[src/rtl/encode16_event.sv]
// Sequential 16-to-4 event encoder: synchronises request lines, latches rising edges as
// pending events and presents them one at a time as a 4-bit code over valid/ready.
module encode16_event #(
  parameter int SYNC_STAGES = 2,
  parameter bit HIGH_FIRST  = 1'b1
) (
  input  logic        clk,
  input  logic        reset,
  input  logic [15:0] req,
  input  logic        ready,
  output logic [3:0]  code,
  output logic        valid,
  output logic [15:0] pending,
  output logic        none,
  output logic        overflow
);

  typedef enum logic {IDLE, PRESENT} state_t;

  state_t                        state, state_nxt;
  logic [3:0]                    code_nxt;
  logic [SYNC_STAGES-1:0][15:0]  sync_p0;
  logic [15:0]                   prev_p1;
  logic [15:0]                   rise_p1;
  logic [15:0]                   clr;

  function automatic logic [3:0] prio_enc(input logic [15:0] v);
    logic [3:0] idx;
    idx = '0;
    if (HIGH_FIRST) begin
      for (int i = 0; i < 16; i++)
        if (v[i]) idx = 4'(i);
    end else begin
      for (int i = 15; i >= 0; i--)
        if (v[i]) idx = 4'(i);
    end
    return idx;
  endfunction

  // Stage p0: metastability chain, one row of 16 flops per stage
  always_ff @(posedge clk or posedge reset) begin
    if (reset) begin
      sync_p0 <= '0;
    end else if (SYNC_STAGES > 1) begin
      sync_p0 <= {sync_p0[SYNC_STAGES-2:0], req};
    end else begin
      sync_p0 <= req;
    end
  end

  // Stage p1: edge detect against the previous synchronised sample
  always_ff @(posedge clk or posedge reset) begin
    if (reset) prev_p1 <= '0;
    else       prev_p1 <= sync_p0[SYNC_STAGES-1];
  end

  assign rise_p1 = sync_p0[SYNC_STAGES-1] & ~prev_p1;
  assign clr     = (valid && ready) ? (16'd1 << code) : 16'd0;

  // A rise on the bit being cleared re-sets it, so an edge during accept is never lost
  always_ff @(posedge clk or posedge reset) begin
    if (reset) begin
      pending  <= '0;
      overflow <= 1'b0;
    end else begin
      pending  <= (pending & ~clr) | rise_p1;
      overflow <= |(rise_p1 & pending & ~clr);
    end
  end

  assign none  = (pending == 16'd0);
  assign valid = (state == PRESENT);

  always_ff @(posedge clk or posedge reset) begin
    if (reset) begin
      state <= IDLE;
      code  <= '0;
    end else begin
      state <= state_nxt;
      code  <= code_nxt;
    end
  end

  // No preemption: code is only reloaded from IDLE, giving one bubble after each accept
  always_comb begin
    state_nxt = state;
    code_nxt  = code;
    case (state)
      IDLE: begin
        if (pending != 16'd0) begin
          code_nxt  = prio_enc(pending);
          state_nxt = PRESENT;
        end
      end
      PRESENT: begin
        if (ready) state_nxt = IDLE;
      end
      default: state_nxt = IDLE;
    endcase
  end

endmodule

[config.mk]
export PLATFORM = sky130hd
export DESIGN_NAME = encode16_event
export DESIGN_NICKNAME = d
export VERILOG_FILES = /design/src/rtl/encode16_event.sv
export SDC_FILE = /design/constraint.sdc
export NUM_CORES = 1
export LEC_CHECK = 0
export ABC_CLOCK_PERIOD_IN_PS = 2400
export CAP_MARGIN = 20
export CORE_UTILIZATION = 46
export CTS_CLUSTER_DIAMETER = 100
export DETAILED_ROUTE_END_ITERATION = 8
export GPL_TIMING_DRIVEN = 0
export PLACE_DENSITY = 0.78
export SKIP_LAST_GASP = 1
export SLEW_MARGIN = 10
export SYNTH_ARGS = -nofsm -noshare
export SYNTH_HDL_FRONTEND = slang
export SYNTH_SLANG_ARGS = --single-unit
export TNS_END_PERCENT = 20
[constraint.sdc]
create_clock -name clk -period 2.4 [get_ports clk]
set_input_delay 0.48 -clock clk [delete_from_list [all_inputs] [get_ports clk]]
set_output_delay 0.48 -clock clk [all_outputs]
set_load 0.02 [all_outputs]
# --- After elaboration in Yosys (flattened, before gate mapping) ---
# Index checks and enable logic that the tools add are counted.
totals:
  regBits: 70
  in_bits: 19
  out_inout_bits: 23
  elab_cells: 40
op_classes:
  shift: 1
  n_mux: 19
  n_bitwise: 8
  reduce_logical: 5
op_table:
  columns: ["op", "n"]
  rows:
  - ["16-bit bitwise AND", 4]
  - ["4-bit two-way mux", 14]
  - ["16-bit inverter", 2]
  - ["16-bit logical NOT", 1]
  - ["16-bit two-way mux", 1]
  - ["16-bit OR", 1]
  - ["16-bit nonzero test", 1]
  - ["16-bit OR reduction", 1]
  - ["1-bit by 4-bit left shift with 16-bit output (first input constant)", 1]
  - ["1-bit two-way mux", 3]
  - ["1-bit one-hot mux with 2 select lines", 1]
  - ["2-bit AND reduction", 1]
  - ["1-bit logical AND", 1]
  - ["1-bit inverter", 1]

# --- Longest topological paths before layout ---
# Gate-level depths: netlist (run 1).
depth:
  ltp_word: 15
  ltp_mapped: 6

# --- Worst setup path after synthesis (run 1) ---
# Ideal clock, no wire load.
synth_path:
  kind: "reg-to-output"
  startpoint: "register pending[12]"
  endpoint: "output port none"
  arrival_time_ns: 1.566
  required_time_ns: 1.920
  slack_ns: 0.354
  path_stages_with_launch: 3
  path_buffers: 0
  path_cell_list: "dfrtp_1 > or4_4 > nor4_4"
synth_via:
  elab_chain_cells: 1
synth_lines:
  columns: ["item", "line", "rtl"]
  rows:
  - ["start: declaration", "13", "output logic [15:0] pending,"]
  - ["start signal: assignment", "66", "pending <= (pending & ~clr) | rise_p1;"]
  - ["16-bit logical NOT", "71", "assign none = (pending == 16'd0);"]
  - ["end: declaration", "14", "output logic none,"]
# Every way passes these cells.

# --- Final worst setup path (run 1) ---
# Ends and elaborated chain as after synthesis.

==> results of run 1 <==
cell usage after synthesis:
cell type	instances
o22ai_1	8
or4_1	2
o21ai_0	20
or2_2	1
nand4bb_1	1
nor2b_1	1
a211oi_1	1
a21oi_1	5
nand3b_1	1
mux2i_1	1
nand2_1	18
or3_2	1
clkbuf_1	1
o22a_1	1
o31ai_1	1
nand4b_1	2
nand2b_1	18
nand4_1	1
dfrtp_1	70
nor2_2	1
nor2_1	7
inv_1	3
a311o_2	1
nor4_4	1
nor3_1	1
nor4_1	3
a31oi_1	1
or4_4	2
cell type report:
| cell class | instances | share of cell area |
|---|---|---|
| Clock buffer | 10 | 0.0452 |
| Multi-Input combinational cell | 100 | 0.192 |
| Timing Repair Buffer | 43 | 0.139 |
| Inverter | 3 | 0.00452 |
| Tap cell | 67 | 0.0275 |
| Sequential cell | 70 | 0.576 |
| Buffer | 1 | 0.00123 |
| Clock inverter | 6 | 0.0148 |
power breakdown:
group	leakage (nW)	total, W	switching, W	internal, W
sequential	0.762	0.00129	0.0000486	0.00124
clock	0.0853	0.000837	0.000430	0.000407
combinational	0.376	0.000214	0.000113	0.000102
cell usage in the layout, fill, tap and decap left out:
cell	instances
nand3b_1	1
or3_2	1
clkinvlp_4	3
clkdlybuf4s50_1	40
or2_2	1
or4_4	2
buf_4	3
nor2_2	1
dfrtp_2	1
nand2b_1	18
nand4b_1	2
dfrtp_1	69
mux2i_1	1
inv_1	2
o21ai_0	20
inv_4	1
nand4bb_1	1
nor3_1	1
inv_6	2
a311o_2	1
o22a_1	1
o31ai_1	1
nor4_1	3
a211oi_1	1
clkinv_2	1
a31oi_1	1
nor4_4	1
nor2_1	7
clkbuf_8	10
a21oi_1	5
or4_1	2
nor2b_1	1
nand2_1	18
clkbuf_1	1
nand4_1	1
o22ai_1	8
what timing repair did:
action                                  CTS  global route
endpoints found under the setup margin    1             1
pin swaps                                 1             0
setup buffers                             1             1
resized for setup                         4             2
per-stage QoR:
step | TNS, ns | total power (W)
6_report | 0 | 0.00234
5_1_grt | 0 | 0.00246
4_1_cts | 0 | 0.00237
3_5_place_dp | -0.148 | 0.00153
3_3_place_gp | -55.64 | 0.00152
2_1_floorplan | 0 | 0.00141
registers in the layout, indices dropped and copies added, names as in the netlist:
signal / cells
pending: 16
valid: 1
sync_p0: 32
code: 4
prev_p1: 16
overflow: 1
routing by layer:
| layer | share of wire | wire (µm) |
|---|---|---|
| met4 | 0.035 | 138 |
| met3 | 0.059 | 231 |
| met5 | 0 | 0 |
| met2 | 0.47 | 1850 |
| met1 | 0.44 | 1710 |
kinds of logic (layout without fill, tap and decap cells):
kind of cell	Yosys count	count (layout)	share of synthesized area
simple gates	61	61	0.152
mux	1	1	0.00426
flops	70	70	0.745
buf+inv	4	63	0.00638
compound gates	38	38	0.0921
final timing paths:
check / end / slack, ns / cells after the start
min reg2reg: sync_p0[24] / 0.34 / 0
min in group asynchronous: sync_p0[24] / 0.65 / 2
min: sync_p0[24] / 0.34 / 0
max: none / 0.09 / 3
max in group asynchronous: pending[8] / 1.21 / 2
max reg2reg: overflow / 0.46 / 6
worst max-delay path: stages (launching register included):
cell,delay [ns]
dfrtp_1,0.44
or4_4,0.58
nor4_4,0.28
buf_4,0.18
==> summary.txt, run 1 <==
Run status
  • Status: completed

Job
  • Max cap viols: 0

Setup path
  • Crit path launch: pending[12]
  • Worst setup EP type: primary output
  • Critical Path Start Type: flop
  • Crit path kind: reg2out
  • Critical path arrival: 1.83 ns
  • Reg2reg start: valid
  • CP required: ~1.9 ns
  • Critical-path maximum fanout: 6

CTS
  • Sink Count: 70
  • CTS tree: yes
  • Hold buffer count at cts: 0
  • Total CTS buffers: 9
  • Clock Latency Late Sink: about 0.34 ns
  • CTS H-tree depth: 3
  • Clock tree buffer depth: 2
  • Root Driver: clkbuf_8
  • CTS clk-pin slew, worst paths: ~0.07 ns

Timing
  • Max Freq: ~430 MHz
  • WHS: 0.342 ns
  • Max-slew headroom: 0.477
  • Clock skew: 0.00709 ns
  • Slew @ Worst Pin: about 0.78 ns
  • Period minus WS final: approximately 2.3 ns
  • Slew Limit Fails: 0
  • Setup slack after layout: approximately 0.094 ns
  • Endpoints failing setup: 0
  • Unrepaired setup endpoints after global routing: no
  • Final worst-path cycle share: 0.961
  • Hold Fails Final Rpt: 0

Routing
  • DRC viols: 0
  • DRT Pass-1 Iters: 5
  • DRT antenna net count: 0
  • 1st-iter DRT viols: 118
  • Post-DR vias/cell: ~5.1
  • Average wire per standard cell: approximately 13 µm
  • WL final: 3930 µm
  • Routed via count: 1539

Global routing
  • GRT Resource Usage Total: 0.177
  • First-pass GRT wire length: 6730 µm
  • Met1 Resource Use GR: 0.221
  • Vias in the first global route: approximately 1500
  • Largest net degree at the start of global routing: 71
  • GRT Max-Usage Layer: met2
  • Initial antenna violation count: 0
  • Met3 GRT Util: 0.0521
  • GRT overflow: 0
  • GRT met2 Usage: 0.262

Die
  • Initial core utilization: 0.488
  • Die Ht: between 70 and 80 µm
  • Row count: 25
  • Die span in x: 73.5 µm
  • Boundary Pins: 42
  • Die area: 5400 µm²
  • Core Area: a little under 5000 µm²

Final layout
  • Fillers: approximately 370
  • Design area: slightly above 3000 µm²
  • Fin cells: 300
  • Area growth syn-to-layout: 29.5%
  • Multi-input logic area: ~580 µm²
  • Fin nets: between 200 and 250
  • Layout cell share with drive strength beyond 1: 0.120
  • Antenna diodes: 0
  • FF+latch area: 1750 µm²
  • Fin util: 0.632

Synthesis
  • Yosys top cell area share: 0.745
  • Netlist cell types: 28
  • Synthesized area: 2350 µm²
  • Seq/Total Area, Yosys: 0.745
  • Top cells by area, synth: dfrtp_1, nand2b_1, o21ai_0, nand2_1, o22ai_1
  • Yosys reg bits: 70
  • Post-synth top area cell: dfrtp_1
  • Syn Area/Cell: about 14 µm²
  • Syn_nets: 193
  • Yosys warns: 0
  • Cells after Synth: 174

Place
  • GPL Wtd Cong: 0.841
  • Post-detail-place hpwl: between 2000 and 3000 µm
  • Port bufs: 41
  • Placed insts: 282
  • Pre-CTS WS: -0.148 ns
  • Area after DPL: 2850 µm²

Pwr
  • Leak pwr: approximately 1.2 nW
  • Max VDD drop: 504 µV
  • Pwr Density: between 700 and 800 nW/µm²

Min path
  • Hold Crit Start: sync_p0[8]
  • Hold WC Path Type: reg2reg
Power figures use the tool's default switching activity.
==> run 2, diff against run 1 <==
--- a/config.mk
+++ b/config.mk
@@ -11,6 +11,7 @@
 export CTS_CLUSTER_DIAMETER = 100
 export DETAILED_ROUTE_END_ITERATION = 8
 export GPL_TIMING_DRIVEN = 0
+export HOLD_SLACK_MARGIN = 0.12
 export PLACE_DENSITY = 0.78
 export SKIP_LAST_GASP = 1
 export SLEW_MARGIN = 10
==> results of run 2 <==
No change in the layout: final DEF, timing and power equal those of run 1.
==> run 3, diff against run 2 <==
--- a/config.mk
+++ b/config.mk
@@ -7,6 +7,7 @@
 export LEC_CHECK = 0
 export ABC_CLOCK_PERIOD_IN_PS = 2400
 export CAP_MARGIN = 20
+export CORE_MARGIN = 3
 export CORE_UTILIZATION = 46
 export CTS_CLUSTER_DIAMETER = 100
 export DETAILED_ROUTE_END_ITERATION = 8
==> summary.txt, run 3 (synthesized netlist as in run 1, its figures left out) <==
Run status
  • Status: completed

Pwr
  • Power, Total: 0.00253 W (+7.8%)
  • Pwr Density: 810 nW/µm² (+5.2%)
  • Max VDD drop: 554 µV (+9.9%)
  • Leak pwr: 1.26 nW (+3.1%)

Setup path
  • Worst setup EP type: primary output
  • Critical-path maximum fanout: 4 (-2)
  • Critical Path Start Type: flop
  • Reg2reg start: valid
  • Crit path kind: reg2out
  • Critical path arrival: 1.83 ns (about the same)
  • Crit path launch: pending[12]
  • CP required: 1.92 ns (about the same)

Die
  • Die area: 6000 µm² (+11%)
  • Initial core utilization: 0.488 (unchanged)
  • Die span in x: 77.5 µm (+5.4%)
  • Core Area: 4820 µm² (unchanged)
  • Boundary Pins: 42 (unchanged)
  • Row count: 25 (unchanged)
  • Die Ht: 77.5 µm (+5.4%)

Global routing
  • Initial antenna violation count: 0 (unchanged)
  • GRT Max-Usage Layer: met2
  • GRT Resource Usage Total: 0.153 (-0.0244)
  • First-pass GRT wire length: 6910 µm (+2.7%)
  • Met1 Resource Use GR: 0.187 (-0.0340)
  • GRT overflow: 0 (unchanged)
  • GRT met2 Usage: 0.237 (-0.0245)
  • Vias in the first global route: 1450 (-1.3%)
  • Met3 GRT Util: 0.0661 (+0.0140)
  • Largest net degree at the start of global routing: 71 (unchanged)

Routing
  • 1st-iter DRT viols: 91 (-23%)
  • Post-DR vias/cell: 4.92 (-4.1%)
  • WL final: 4080 µm (+3.8%)
  • DRT Pass-1 Iters: 4 (-1)
  • Average wire per standard cell: 13.4 µm (+2.4%)
  • DRT antenna net count: 0 (unchanged)
  • Routed via count: 1496 (-2.8%)
  • DRC viols: 0 (unchanged)

Final layout
  • Biggest regs: sync_p0 (32), pending (16), prev_p1 (16)
  • Largest register by flop count: sync_p0
  • FF+latch area: 1760 µm² (+0.14%)
  • Commonest non-fill, non-tap cells in the layout: dfrtp_1, clkdlybuf4s50_1, o21ai_0
  • Multi-input logic area: 588 µm² (+0.64%)
  • Fillers: 383 (+3.0%)
  • Fin nets: 251 (+1.6%)
  • Antenna diodes: 0 (unchanged)
  • Layout cell share with drive strength beyond 1: 0.148 (+0.0275)
  • Most common cell after layout, fill and taps aside: dfrtp_1
  • Area growth syn-to-layout: 32.7%
  • Largest register FFs: 32 (unchanged)

CTS
  • Total CTS buffers: 9 (unchanged)
  • Clock tree buffer depth: 2 (unchanged)
  • CTS clk-pin slew, worst paths: 0.07 ns (about the same)
  • CTS tree: yes
  • Hold buffer count at cts: 0 (unchanged)
  • Clock Latency Late Sink: 0.34 ns (about the same)
  • Sink Count: 70 (unchanged)
  • CTS H-tree depth: 3 (unchanged)
  • Root Driver: clkbuf_8

Place
  • Port bufs: 41 (unchanged)
  • GPL Wtd Cong: 0.872 (+3.6%)
  • Post-detail-place hpwl: 2910 µm (+4.9%)
  • Pre-CTS WS: -0.166 ns (-0.0181 ns)

Timing
  • Unrepaired setup endpoints after global routing: no
  • Endpoints failing setup: 0 (unchanged)
  • Final worst-path cycle share: 0.962 (about the same)
  • Hold Fails Final Rpt: 0 (unchanged)
  • Period minus WS final: 2.31 ns (+0.00219 ns)
  • Slew Limit Fails: 0 (unchanged)
  • Max Freq: 433 MHz (about the same)
  • Clock skew: 0.00947 ns (+0.00239 ns)
  • Setup slack after layout: 0.0917 ns (-0.00219 ns)
  • Max-slew headroom: 0.463 (-0.0138)
  • Slew @ Worst Pin: 0.805 ns (+0.0207 ns)

Min path
  • Hold WC Path Type: reg2reg
  • Hold Crit Start: sync_p0[8]

Job
  • Max cap viols: 0 (unchanged)
==> run 3: cell count changes in the layout (fill, tap and decap cells not counted), moves of 2 or more <==
| cell | change |
|---|---|
| buf_4 | +4 |
| dfrtp_2 | +2 |
| bufinv_16 | +2 |
| dfrtp_1 | -2 |
==> run 3: timing repair <==
action,4_1_cts,5_1_grt
endpoints found under the setup margin,1,1
setup buffers,1,5
pin swaps,1,1
resized for setup,4,5
==> run 3: worst max-delay path, cell delays in order, from the launching register on <==
cell,delay [ns]
dfrtp_2,0.43
or4_4,0.56
nor4_4,0.31
buf_4,0.19
==> run 3: stage by stage <==
step	cells	util	hold WS [ns]	TNS [ns]	area, µm²
after floorplan	174	-	0.331	0	2350
after global placement	282	0.591	0.332	-56.59	2850
after detailed placement	282	0.591	0.335	-0.166	2850
after CTS	299	0.638	0.345	0	3070
after global routing	304	0.648	0.356	0	3120
final	304	0.648	0.344	0	3120
==> run 3: area by class of cell <==
| class | instances | share of cell area |
|---|---|---|
| flip-flops and latches | 70 | 0.563 |
| multi-input cells | 100 | 0.189 |
| repair buffers | 47 | 0.145 |
| clock buffers | 9 | 0.0397 |
| clock inverters | 7 | 0.0313 |
| well taps | 67 | 0.0269 |
| inverters | 3 | 0.00441 |
| plain buffers | 1 | 0.00120 |
==> run 3: where the power goes <==
part | switching [W] | internal [W]
registers | 0.0000460 | 0.00124
clock network | 0.000431 | 0.000587
logic | 0.000115 | 0.000103
total | 0.000592 | 0.00193
==> run 3: final timing paths <==
kind                            cells past startpoint           to  slack (ns)
worst max-delay path                                3         none        0.09
worst min-delay path                                0  sync_p0[24]        0.34
worst max register to register                      6     overflow        0.46
worst min register to register                      0  sync_p0[24]        0.34
max in group asynchronous                           2  pending[12]        1.18
min in group asynchronous                           2   sync_p0[6]        0.66
==> run 3: per-layer routing <==
metal  vias up  share of wire
met5         -              0
met4         0          0.017
met3         7          0.075
met2        48           0.48
met1       719           0.43
li1        722              -
